## src/rtl/rsc_viterbi_decoder.sv

```systemverilog
// Hard-decision Viterbi decoder for the 8-state RSC constituent code (K data + 3 tail steps).
// Define RSC_VITERBI_ERR_COUNT_EN to add err_cnt: data steps whose received sys differs from the decoded bit.
module rsc_viterbi_decoder #(
   parameter int BLOCK_LEN = 40,
   parameter int METRIC_W  = 8
) (
   input  logic        clk,
   input  logic        clr,
   input  logic        in_valid,
   output logic        in_ready,
   input  logic        sys,
   input  logic        par,
   output logic        out_valid,
   input  logic        out_ready,
   output logic        out_bit,
   output logic        out_last,
`ifdef RSC_VITERBI_ERR_COUNT_EN
   output logic        busy,
   output logic [15:0] err_cnt
`else
   output logic        busy
`endif
);

   localparam int N  = BLOCK_LEN + 3;
   localparam int SW = $clog2(N);
   localparam logic [SW-1:0] LAST = SW'(N - 1);
   localparam logic [SW-1:0] K_S  = SW'(BLOCK_LEN);
   localparam logic [SW-1:0] K_M1 = SW'(BLOCK_LEN - 1);
   localparam logic [METRIC_W-1:0] MAX = '1;

   typedef enum logic [1:0] {RECV, TRACE, OUTPUT} state_e;

   state_e state_q, state_d;
   logic [SW-1:0] step_q, step_d, t_q, t_d, idx_q, idx_d;
   logic [2:0] ts_q, ts_d;
   logic [METRIC_W-1:0] pm_q [8];
   logic [METRIC_W-1:0] pm_d [8];
   logic in_ready_q, in_ready_d, out_valid_q, out_valid_d;
   logic out_bit_q, out_bit_d, out_last_q, out_last_d, busy_q, busy_d;

   logic [7:0] surv_q [N];
   logic [BLOCK_LEN-1:0] buf_q;

   logic [1:0] bm0 [8];
   logic [1:0] bm1 [8];
   logic [METRIC_W-1:0] c0 [8];
   logic [METRIC_W-1:0] c1 [8];
   logic [METRIC_W-1:0] acs [8];
   logic [METRIC_W-1:0] pm_n [8];
   logic [METRIC_W-1:0] mn;
   logic [7:0] dec;
   logic tail, accept, trace_go, surv_we, buf_we, d_tr, bit_tr;
   logic [SW-1:0] idx_nx;

   function automatic logic [METRIC_W-1:0] sat_add(
      input logic [METRIC_W-1:0] a,
      input logic [1:0]          b
   );
      logic [METRIC_W:0] s;
      s = {1'b0, a} + {{(METRIC_W-1){1'b0}}, b};
      return s[METRIC_W] ? MAX : s[METRIC_W-1:0];
   endfunction

   assign accept   = in_valid & in_ready_q;
   assign tail     = (step_q >= K_S);
   assign trace_go = accept && (step_q == LAST);
   assign surv_we  = accept;
   assign buf_we   = (state_q == TRACE) && (t_q < K_S);
   assign d_tr     = surv_q[t_q][ts_q];
   assign bit_tr   = ts_q[2] ^ ts_q[0] ^ d_tr;
   assign idx_nx   = idx_q + SW'(1);

   // Predecessor of n via decision d is {n[1],n[0],d}
   always_comb begin
      for (int n = 0; n < 8; n++) begin
         bm0[n] = {1'b0, sys ^ n[2] ^ n[0]} + {1'b0, par ^ n[2] ^ n[1]};
         bm1[n] = {1'b0, sys ^ n[2] ^ n[0] ^ 1'b1} +
                  {1'b0, par ^ n[2] ^ n[1] ^ 1'b1};
         c0[n]  = sat_add(pm_q[{n[1], n[0], 1'b0}], bm0[n]);
         c1[n]  = sat_add(pm_q[{n[1], n[0], 1'b1}], bm1[n]);
         dec[n] = (c1[n] < c0[n]);
         acs[n] = dec[n] ? c1[n] : c0[n];
         if (tail && n[2]) acs[n] = MAX;
      end
      mn = acs[0];
      for (int n = 1; n < 8; n++)
         if (acs[n] < mn) mn = acs[n];
      for (int n = 0; n < 8; n++)
         pm_n[n] = (acs[n] == MAX) ? MAX : acs[n] - mn;
   end

   always_comb begin
      state_d     = state_q;
      step_d      = step_q;
      t_d         = t_q;
      ts_d        = ts_q;
      idx_d       = idx_q;
      in_ready_d  = in_ready_q;
      out_valid_d = out_valid_q;
      out_bit_d   = out_bit_q;
      out_last_d  = out_last_q;
      busy_d      = busy_q;
      for (int n = 0; n < 8; n++) pm_d[n] = pm_q[n];
      unique case (state_q)
         RECV: begin
            if (accept) begin
               for (int n = 0; n < 8; n++) pm_d[n] = pm_n[n];
               busy_d = 1'b1;
               if (trace_go) begin
                  state_d    = TRACE;
                  in_ready_d = 1'b0;
                  step_d     = '0;
                  t_d        = LAST;
                  ts_d       = 3'd0;
               end else begin
                  step_d = step_q + SW'(1);
               end
            end
         end
         TRACE: begin
            ts_d = {ts_q[1:0], d_tr};
            if (t_q == '0) begin
               state_d     = OUTPUT;
               out_valid_d = 1'b1;
               out_bit_d   = bit_tr;
               out_last_d  = (BLOCK_LEN == 1);
               idx_d       = '0;
            end else begin
               t_d = t_q - SW'(1);
            end
         end
         OUTPUT: begin
            if (out_ready) begin
               if (idx_q == K_M1) begin
                  state_d     = RECV;
                  out_valid_d = 1'b0;
                  out_bit_d   = 1'b0;
                  out_last_d  = 1'b0;
                  busy_d      = 1'b0;
                  in_ready_d  = 1'b1;
                  idx_d       = '0;
                  for (int n = 0; n < 8; n++) pm_d[n] = (n == 0) ? '0 : MAX;
               end else begin
                  idx_d      = idx_nx;
                  out_bit_d  = buf_q[idx_nx];
                  out_last_d = (idx_nx == K_M1);
               end
            end
         end
         default: state_d = RECV;
      endcase
   end

   always_ff @(posedge clk) begin
      if (clr) begin
         state_q     <= RECV;
         step_q      <= '0;
         t_q         <= '0;
         ts_q        <= 3'd0;
         idx_q       <= '0;
         in_ready_q  <= 1'b1;
         out_valid_q <= 1'b0;
         out_bit_q   <= 1'b0;
         out_last_q  <= 1'b0;
         busy_q      <= 1'b0;
         for (int n = 0; n < 8; n++) pm_q[n] <= (n == 0) ? '0 : MAX;
      end else begin
         state_q     <= state_d;
         step_q      <= step_d;
         t_q         <= t_d;
         ts_q        <= ts_d;
         idx_q       <= idx_d;
         in_ready_q  <= in_ready_d;
         out_valid_q <= out_valid_d;
         out_bit_q   <= out_bit_d;
         out_last_q  <= out_last_d;
         busy_q      <= busy_d;
         for (int n = 0; n < 8; n++) pm_q[n] <= pm_d[n];
      end
   end

   // Survivor and decoded-bit storage need no reset
   always_ff @(posedge clk) begin
      if (surv_we) surv_q[step_q] <= dec;
      if (buf_we) buf_q[t_q] <= bit_tr;
   end

   assign in_ready  = in_ready_q;
   assign out_valid = out_valid_q;
   assign out_bit   = out_bit_q;
   assign out_last  = out_last_q;
   assign busy      = busy_q;

`ifdef RSC_VITERBI_ERR_COUNT_EN
   logic [BLOCK_LEN-1:0] sysb_q;
   logic [15:0] err_run_q, err_run_d, err_cnt_q, err_cnt_d;
   logic mis;

   always_comb begin
      mis       = buf_we && (sysb_q[t_q] != bit_tr);
      err_run_d = err_run_q;
      err_cnt_d = err_cnt_q;
      if (trace_go) err_run_d = '0;
      else if (mis) err_run_d = err_run_q + 16'd1;
      if (state_q == TRACE && t_q == '0) err_cnt_d = err_run_d;
   end

   always_ff @(posedge clk) begin
      if (clr) begin
         err_run_q <= '0;
         err_cnt_q <= '0;
      end else begin
         err_run_q <= err_run_d;
         err_cnt_q <= err_cnt_d;
      end
   end

   always_ff @(posedge clk) begin
      if (surv_we && step_q < K_S) sysb_q[step_q] <= sys;
   end

   assign err_cnt = err_cnt_q;
`endif

endmodule

```

## config.mk

```make
export PLATFORM = sky130hd
export DESIGN_NAME = rsc_viterbi_decoder
export DESIGN_NICKNAME = d
export VERILOG_FILES = /design/src/rtl/rsc_viterbi_decoder.sv
export SDC_FILE = /design/constraint.sdc
export NUM_CORES = 1
export LEC_CHECK = 0
export ABC_AREA = 0
export CAP_MARGIN = 5
export CORE_MARGIN = 2
export CORE_UTILIZATION = 41
export DETAILED_ROUTE_END_ITERATION = 12
export PLACE_DENSITY_LB_ADDON = 0.2
export SETUP_SLACK_MARGIN = 0.02
export SYNTH_ARGS = -nofsm -noshare
export SYNTH_HDL_FRONTEND = slang
export SYNTH_SLANG_ARGS = --single-unit
```

## constraint.sdc

```tcl
create_clock -name clk -period 25.3 [get_ports clk]
set_clock_uncertainty 0.2 [all_clocks]
set_input_delay 3.795 -clock clk [delete_from_list [all_inputs] [get_ports clk]]
set_output_delay 3.795 -clock clk [all_outputs]
set_load 0.02 [all_outputs]
```

==> metrics <==
GPL Wtd Cong=0.904; Longest Clk Path Bufs=3; worst endpoint required time=25.62 ns; setup TNS=0 ns; area post-placement=30500 sq um; Vias=21300; Worst setup startpoint=sys; gr usage total=0.221; final setup fails=0; Syn Area/Cell=11.0 sq um; TritonCTS Buffers=52; CP max stage cell=a21oi_1; die footprint=73600 sq um; most frequent cells in the layout=edfxtp_1, nor2_1, a21oi_1; fraction of the cycle the final worst path needs=0.937; outcome=finished clean; Nets=2844; EDFF count, synth=approximately 380; max-capacitance violation count=0; depth of the worst register-to-register path=84; core area=71100 sq um; Via density=5.82; FF+latch count, synth=between 400 and 500; CP arrival=~24 ns; synth unique cells=100; Detailed Route Iter0 Violations=about 1700; Die Y=271 um; HPWL after detailed placement=58600 um; GR Overflow Total=0; final WL=82100 um; IO Port Bufs=10; latest clock arrival within the worst-skew pair=around 0.63 ns; vias in the first global route=20900; Diodes inserted=0; Yosys warnings=0; Final Cell Area=32400 sq um; Final Critical Period=23.71 ns; CTS tree=yes; drt wl/cell=roughly 22 um; CP endpoint=pm_q[0][22]; prevailing post-synth register cell=edfxtp_1; syn_nets=2858; Worst Hold Class=reg -> reg; Clock transition at path regs=about 0.070 ns; post-synthesis sequential area ratio=0.460; # IOs=11; first drt pass iteration count=5; Crit path top cell by count=ha_1; CTS Sinks=482; Slew HR=0.186; Worst path max stage delay=0.68 ns; Critical Path Source Type=input pin; CP endpoint kind=flop; post-synthesis cell count=2676; Crit Path Class=in -> reg; first-pass GRT wire length=126000 um; clk root buf=clkbuf_16; Synth Cell Area=just under 30000 sq um; R2R Path Start=pm_q[0][10]; pin count of the biggest net entering global routing=57; initial antenna violation count=0; worst reg-to-reg setup slack=5.68 ns; RR Endpoint=pm_q[0][22]; row count=98; worst-path maximum fanout=15; Slew Limit Fails=0; ratio of cells with drive above 1 in the final layout=0.130; final hold vios=0; fill cell count=6550; P&R area growth vs syn=10.5%; Slew @ Worst Pin=1.21 ns; Final ANT Viol Nets=0; initial core utilization=0.412; commonest non-fill, non-tap cell in the layout=edfxtp_1; H-tree lvl count=2; f_max=between 40 and 50 MHz; DRC Markers=0; DIE WIDTH=approximately 270 um; async set-or-reset flop fraction in the synthesized netlist=0
==> worst max-delay path: cells and delay by family <==
kind            cells  cell delay, ns
simple gates       16            2.11
compound gates     41           10.36
mux                 5            1.68
buf+inv            10            2.09
fa+ha+maj          12            3.96
==> registers in the layout, indices dropped and copies added, names as in the netlist, 2 cells and up, named ones only <==
register  cells
pm_q         64
ts_q          3
t_q           6
surv_q      344
buf_q        40
state_q       2
idx_q         6
step_q        6
==> stage by stage <==
step | setup slack [ns] | hold WS [ns] | utilization | instances
floorplan | 3.42 | 0.236 | - | 2676
global placement | 1.03 | 0.255 | 0.429 | 3553
detailed placement | 0.424 | 0.263 | 0.429 | 3553
CTS | 1.07 | 0.275 | 0.454 | 3651
global route | -0.0337 | 0.293 | 0.455 | 3656
finish | 1.59 | 0.273 | 0.455 | 3656
==> cell type report <==
type	instances	area (sq um)	share of cell area
multi-input cells	1940	14900	0.460
well taps	950	1190	0.0367
clock buffers	61	1340	0.0412
clock inverters	37	473	0.0146
repair buffers	63	509	0.0157
inverters	123	464	0.0143
flip-flops and latches	482	13500	0.417
==> repair_timing <==
item | 4_1_cts | 5_1_grt
resized for setup | 0 | 8
hold buffers | 0 | 0
setup buffers | 0 | 5
setup endpoints to repair | 0 | 52
==> worst min-delay path by stage <==
stage / cells after the start / slack [ns] / start / endpoint
3_3_place_gp: 2 / 0.26 / pm_q[0][0] / pm_q[0][0]
2_1_floorplan: 2 / 0.24 / pm_q[0][0] / pm_q[0][0]
6_report: 2 / 0.27 / pm_q[0][0] / pm_q[0][0]
4_1_cts: 2 / 0.27 / pm_q[0][0] / pm_q[0][0]
5_1_grt: 2 / 0.29 / pm_q[0][0] / pm_q[0][0]
3_5_place_dp: 2 / 0.26 / pm_q[0][0] / pm_q[0][0]
==> cell usage after synthesis (6+ instances only) <==
| cell | n | share of area |
|---|---|---|
| o21bai_1 | 13 | 0.0033 |
| nand4_1 | 28 | 0.0060 |
| a31oi_1 | 25 | 0.0053 |
| a22oi_1 | 8 | 0.0020 |
| nor4_1 | 11 | 0.0023 |
| dfxtp_1 | 98 | 0.067 |
| a21oi_1 | 179 | 0.031 |
| o21ai_0 | 129 | 0.022 |
| o31ai_1 | 8 | 0.0020 |
| o21ai_1 | 6 | 0.0010 |
| nor3_1 | 32 | 0.0055 |
| nor2_1 | 291 | 0.037 |
| mux2_2 | 22 | 0.0085 |
| or3_1 | 16 | 0.0034 |
| and4_1 | 11 | 0.0033 |
| xnor2_1 | 68 | 0.020 |
| or2_2 | 30 | 0.0064 |
| nand2_1 | 157 | 0.020 |
| and2_1 | 15 | 0.0032 |
| buf_1 | 16 | 0.0020 |
| nor2b_1 | 32 | 0.0068 |
| buf_2 | 21 | 0.0036 |
| o21a_1 | 18 | 0.0046 |
| inv_1 | 121 | 0.015 |
| nand2b_1 | 71 | 0.015 |
| o211ai_1 | 22 | 0.0056 |
| mux2i_1 | 79 | 0.027 |
| mux4_2 | 114 | 0.088 |
| a211oi_1 | 21 | 0.0054 |
| edfxtp_1 | 384 | 0.39 |
| o31a_1 | 8 | 0.0024 |
| a21o_1 | 39 | 0.010 |
| ha_1 | 172 | 0.073 |
| nand3_1 | 64 | 0.011 |
| nand3b_1 | 6 | 0.0015 |
| clkbuf_1 | 89 | 0.011 |
| and3_1 | 33 | 0.0070 |
| and2_0 | 8 | 0.0017 |
| o22ai_1 | 43 | 0.0092 |
| xor2_1 | 56 | 0.017 |
==> per-layer routing <==
metal  up-vias  part of all wire  track usage
met5         -                 0            0
met4         0             0.022       0.0560
met3       126             0.054       0.0317
met2       604              0.47        0.363
met1     10600              0.45        0.309
li1       9985                 -            -
==> kinds of logic (layout without fill, tap and decap cells) <==
logic type,Yosys count,count (layout),synth area share
compound gates,585,585,0.126
xor+xnor,124,124,0.0371
fa+ha+maj,182,182,0.0783
buf+inv,254,284,0.0344
flops,482,482,0.460
mux,223,223,0.127
simple gates,826,826,0.137
Power is not shown: default switching activity piles up to over one toggle a cycle in this logic, so the estimate is an artifact.
